===== src/rtl/piso_pkg.sv =====
// Shared types and helpers for the parallel-in/serial-out word streamer.
// The pointer-width helper is reused by the serial-in collector.
package piso_pkg;

    typedef enum logic [0:0] {
        IDLE = 1'b0,
        SEND = 1'b1
    } state_e;

    // Width of a word pointer that indexes 0..depth-1 (never narrower than one bit).
    function automatic int piso_ptr_width(input int depth);
        return (depth > 1) ? $clog2(depth) : 1;
    endfunction

endpackage


===== src/rtl/piso_counter.sv =====
// Word pointer counter: synchronous reset, clear and increment enable.
// Clear has priority over increment; the owner decides when to stop counting.
module piso_counter #(
    parameter int width_p = 2
) (
    input  logic               clk_i,
    input  logic               reset_i,
    input  logic               clear_i,
    input  logic               en_i,
    output logic [width_p-1:0] count_o
);

    logic [width_p-1:0] r_count;

    // Pointer register: reset and clear both return to word 0.
    always_ff @(posedge clk_i) begin
        if (reset_i || clear_i) begin
            r_count <= {width_p{1'b0}};
        end else if (en_i) begin
            r_count <= r_count + width_p'(1);
        end else begin
            r_count <= r_count;
        end
    end

    assign count_o = r_count;

endmodule


===== src/rtl/piso.sv =====
// Parallel-in, serial-out streamer: loads a full vector in one handshake and
// emits it word 0 first on a valid/ready stream, with one idle cycle between vectors.
module piso
    import piso_pkg::*;
#(
    parameter int width_p = 8,
    parameter int depth_p = 128
) (
    input  logic                       clk_i,
    input  logic                       reset_i,
    input  logic                       valid_i,
    output logic                       ready_o,
    input  logic [width_p*depth_p-1:0] data_i,
    output logic                       valid_o,
    input  logic                       ready_i,
    output logic [width_p-1:0]         data_o,
    output logic                       last_o
);

    localparam int ptr_width_lp = piso_ptr_width(depth_p);
    localparam logic [ptr_width_lp-1:0] last_ptr_lp = ptr_width_lp'(depth_p - 1);

    state_e                    state_r;
    logic [ptr_width_lp-1:0]   rd_ptr_r;
    logic [width_p-1:0]        buf_r [depth_p];

    logic w_load;
    logic w_fire;
    logic w_at_last;

    assign ready_o   = (state_r == IDLE) & ~reset_i;
    assign valid_o   = (state_r == SEND);
    assign w_at_last = (rd_ptr_r == last_ptr_lp);
    assign last_o    = valid_o & w_at_last;
    assign data_o    = buf_r[rd_ptr_r];
    assign w_load    = valid_i & ready_o;
    assign w_fire    = valid_o & ready_i;

    // The pointer stops at the last word and clears instead of wrapping,
    // so non-power-of-two depths never index past the buffer.
    piso_counter #(
        .width_p (ptr_width_lp)
    ) u_rd_ptr (
        .clk_i   (clk_i),
        .reset_i (reset_i),
        .clear_i (w_load | (w_fire & w_at_last)),
        .en_i    (w_fire & ~w_at_last),
        .count_o (rd_ptr_r)
    );

    // Control FSM: IDLE accepts a vector, SEND drains it word by word.
    always_ff @(posedge clk_i) begin
        if (reset_i) begin
            state_r <= IDLE;
        end else begin
            case (state_r)
                IDLE: begin
                    if (w_load) state_r <= SEND;
                    else        state_r <= IDLE;
                end
                SEND: begin
                    if (w_fire && w_at_last) state_r <= IDLE;
                    else                     state_r <= SEND;
                end
                default: state_r <= IDLE;
            endcase
        end
    end

    // Vector buffer: captured only on an accepted load, never cleared by reset.
    always_ff @(posedge clk_i) begin
        if (w_load) begin
            for (int k = 0; k < depth_p; k++) begin
                buf_r[k] <= data_i[k*width_p +: width_p];
            end
        end
    end

endmodule


===== config.mk =====
export PLATFORM = sky130hd
export DESIGN_NAME = piso
export DESIGN_NICKNAME = d
export VERILOG_FILES = /design/src/rtl/piso_pkg.sv /design/src/rtl/piso_counter.sv /design/src/rtl/piso.sv
export SDC_FILE = /design/constraint.sdc
export NUM_CORES = 1
export LEC_CHECK = 0
export BUFFER_PORTS_ARGS = -buffer_cell sky130_fd_sc_hd__buf_2
export CAP_MARGIN = 20
export CORE_AREA = 2 2 403 405
export DETAILED_ROUTE_END_ITERATION = 8
export DIE_AREA = 0 0 405 407
export HOLD_SLACK_MARGIN = 0.15
export PLACE_DENSITY = 0.45
export SLEW_MARGIN = 20
export SYNTH_ARGS = -nofsm -noshare
export SYNTH_HDL_FRONTEND = slang
export SYNTH_SLANG_ARGS = --single-unit

===== constraint.sdc =====
create_clock -name clk_i -period 33.5 [get_ports clk_i]
set_clock_uncertainty 0.15 [all_clocks]
set_input_delay 1.675 -clock clk_i [delete_from_list [all_inputs] [get_ports clk_i]]
set_output_delay 1.675 -clock clk_i [all_outputs]
set_load 0.03 [all_outputs]

==> results.toml <==
[power]
swShare = 0.218
p_switching_uw = 644
p_clk_frac = 0.434
power_mw = 2.95
power_density_nw_per_um2 = 57.9
p_leak_nw = 17.5
p_seq_frac = 0.509
pwr-share-comb = 0.056
peakVddDrop_uv = 40.9
p_int_mw = 2.31

[synth]
synth-async-reset-ratio = 0
synth_edf_count = 1024
synth_flop_cell = "edfxtp_1"
syn-cell-area_sq_um = 39300
yosysWarnings = 0
syn-instance-count = 1498
syn-num-nets = 2527
syn_area_per_cell_sq_um = 26.2
ys_types = 26
ys_ff_latch = 1039
seq_area_frac_synth = 0.790

[global_route]
grt_pass1_vias = 23300
grt_pass1_wl_um = 190000
grt_usage = 0.169
antenna_found_initial = 153
globalRouteOverflowTotal = 0
grt_max_degree = 163

[setup_path]
start_kind = "register"
crit_required_ps = 31670
path_cells = "buf_4, buf_4, buf_4, mux4_2, mux4_2, mux4_2, mux2_2, buf_2"
critPathBufInv = 4
worstSetupEndpointType = "output port"
path_class = "reg2out"
cp_top_family = "buffers and inverters"
slowest_delay_ps = 820
cp_data_arrival_time_ps = 6440
cp_slowest_cell = "dfxtp_4"
worstPathMaxFanout = 43

[timing]
finalSetupViolations = 0
tightestPinTransition_ps = 1120
clock.fmax_mhz = 121
hold_viol_final = 0
period_needed_ps = 8260
holdWs_ps = 343
period_share = 0.247
drv_slew = 0
slew_headroom = 0.250
rsz0062_at_grt = "no"
fin_tns_setup_ps = 0

[route]
detail-route-antenna-nets = 0
drtIter0Drc = 1821
wl_per_cell_um = 29.2
wl_um = 143000
dr.pass1.iters = 5
route.detailed.drc = 0
via_count = 21500
viasPerCell = 4.37

[clock_tree]
postCtsResizedCells = 0
cts_tree = "built"
clock_latency_ps = 730
cts_hold_buf = 0
cts_inserted_buffers = 115
clock-sinks = 1039
cts_setup_buffers = 0
clkSlewWorstSetupHoldPaths_ps = 50
ctsRootBufferMaster = "clkbuf_16"
cts_max_path_buffers = 3
htreeDepth = 3

[hold_path]
hp-class = "reg2reg"

[placement]
hpwlAfterDp_um = 111000
io_buffers = 1038
gp_congestion = 0.893

[run]
cap_violations = 0

[final_layout]
syn_to_final_growth_pct = 29.8
fin_util = 0.318
final_nets = 3634
layout-drive-gt1-share = 0.589

[floorplan]
chipWidth_um = 405
num_rows = 147
core_sq_um = 160000
ioPinCount = 1039
dieArea_sq_um = 165000
start_util = 0.245
die_y_um = 407

[status]
status = "completed"
==> stage by stage <==
stage | setup WS [ps] | area, sq um | cells
2_1_floorplan | 6680 | 39300 | 1498
3_3_place_gp | 25770 | 47100 | 4648
3_5_place_dp | 25670 | 47100 | 4648
4_1_cts | 24820 | 50900 | 4864
5_1_grt | 24630 | 51000 | 4893
6_report | 25240 | 51000 | 4905
==> per-layer routing <==
metal  up-vias  GRT usage  share of wire
met5         -          0         0.0035
met4        80     0.0484          0.025
met3       332     0.0538          0.080
met2      1075      0.298           0.52
met1     11100      0.196           0.37
li1       8893          -              -
==> Yosys cell counts, types with 2 or more instances <==
master,number,area (sq um)
a21oi_1,5,25.0
a31oi_1,2,12.5
and2_1,4,25.0
and3_1,2,12.5
buf_1,18,67.6
buf_2,12,60.1
buf_4,14,105
clkbuf_1,31,116
dfxtp_1,15,300
edfxtp_1,1024,30700
inv_1,2,7.51
mux2_2,8,90.1
mux4_2,336,7570
nand2_1,4,15.0
nand3_1,2,10.0
nor2_1,5,18.8
o21ai_0,3,15.0
or3_1,3,18.8
==> placed cells by master (no fill, tap or decap), drive strengths merged <==
cell type  synthesis  layout
or3                3       3
o31ai              1       1
a221o              1       1
a21oi              5       5
clkinvlp           0      11
xnor2              1       1
inv                2       7
dfxtp             15      15
nor2               5       5
a31o               1       1
mux2               8       8
edfxtp          1024    1024
a31oi              2       2
bufinv             0      13
and2               4       4
ha                 1       1
mux4             336     336
o21ai              3       3
diode              0      41
or4                1       1
clkbuf            31     135
nand3              2       2
buf               45    1066
clkinv             0      52
nand2              4       4
a211oi             1       1
and3               2       2
==> power groups by stage <==
stage | combinational [mW] | sequential [mW] | clock, mW
2_1_floorplan | 0.0681 | 1.58 | 0
3_3_place_gp | 0.167 | 1.53 | 0
3_5_place_dp | 0.171 | 1.53 | 0
4_1_cts | 0.172 | 1.50 | 1.32
5_1_grt | 0.180 | 1.51 | 1.37
6_report | 0.166 | 1.50 | 1.28
==> cell families (layout without fill, tap and decap cells) <==
family	count (synthesis)	count (layout)	synth area share
DFF	1039	1039	0.790
AOI/OAI and AO/OA	14	14	0.00220
muxes	344	344	0.195
adders and majority gates	1	1	0.000318
and+or+nand+nor	21	21	0.00274
buffers and inverters	78	1284	0.00936
xor gates and xnor gates	1	1	0.000223
other	0	41	0
==> layout make-up <==
class / instances / area [sq um]
inverter: 2 / 7.51
timing repair buffer: 1066 / 5430
multi-input combinational: 381 / 7880
antenna: 41 / 103
fill: 15500 / 109000
tap: 2160 / 2700
clock buffer: 135 / 2970
clock inverter: 81 / 855
sequential: 1039 / 31100
==> worst min-delay path, stage by stage (launching register included) <==
cell and delay [ps]:
dfxtp_1 320, nand2_1 60, a21oi_1 70
==> registers in the layout, summed over array words and instances (netlist names), named ones only <==
signal            cells
u_rd_ptr.count_o      7
buf_r              1024
valid_o               1
==> path summary, 6_finish.rpt <==
check,from,to,slack [ps],cells after the start
setup / recovery,register,data_o[0],25240,8
hold / removal,u_rd_ptr.count_o[1],register,340,2
setup reg to reg,valid_o,buf_r[91][0],27680,7
hold reg to reg,u_rd_ptr.count_o[1],register,340,2
No activity file was read; power rests on OpenSTA's default activity.
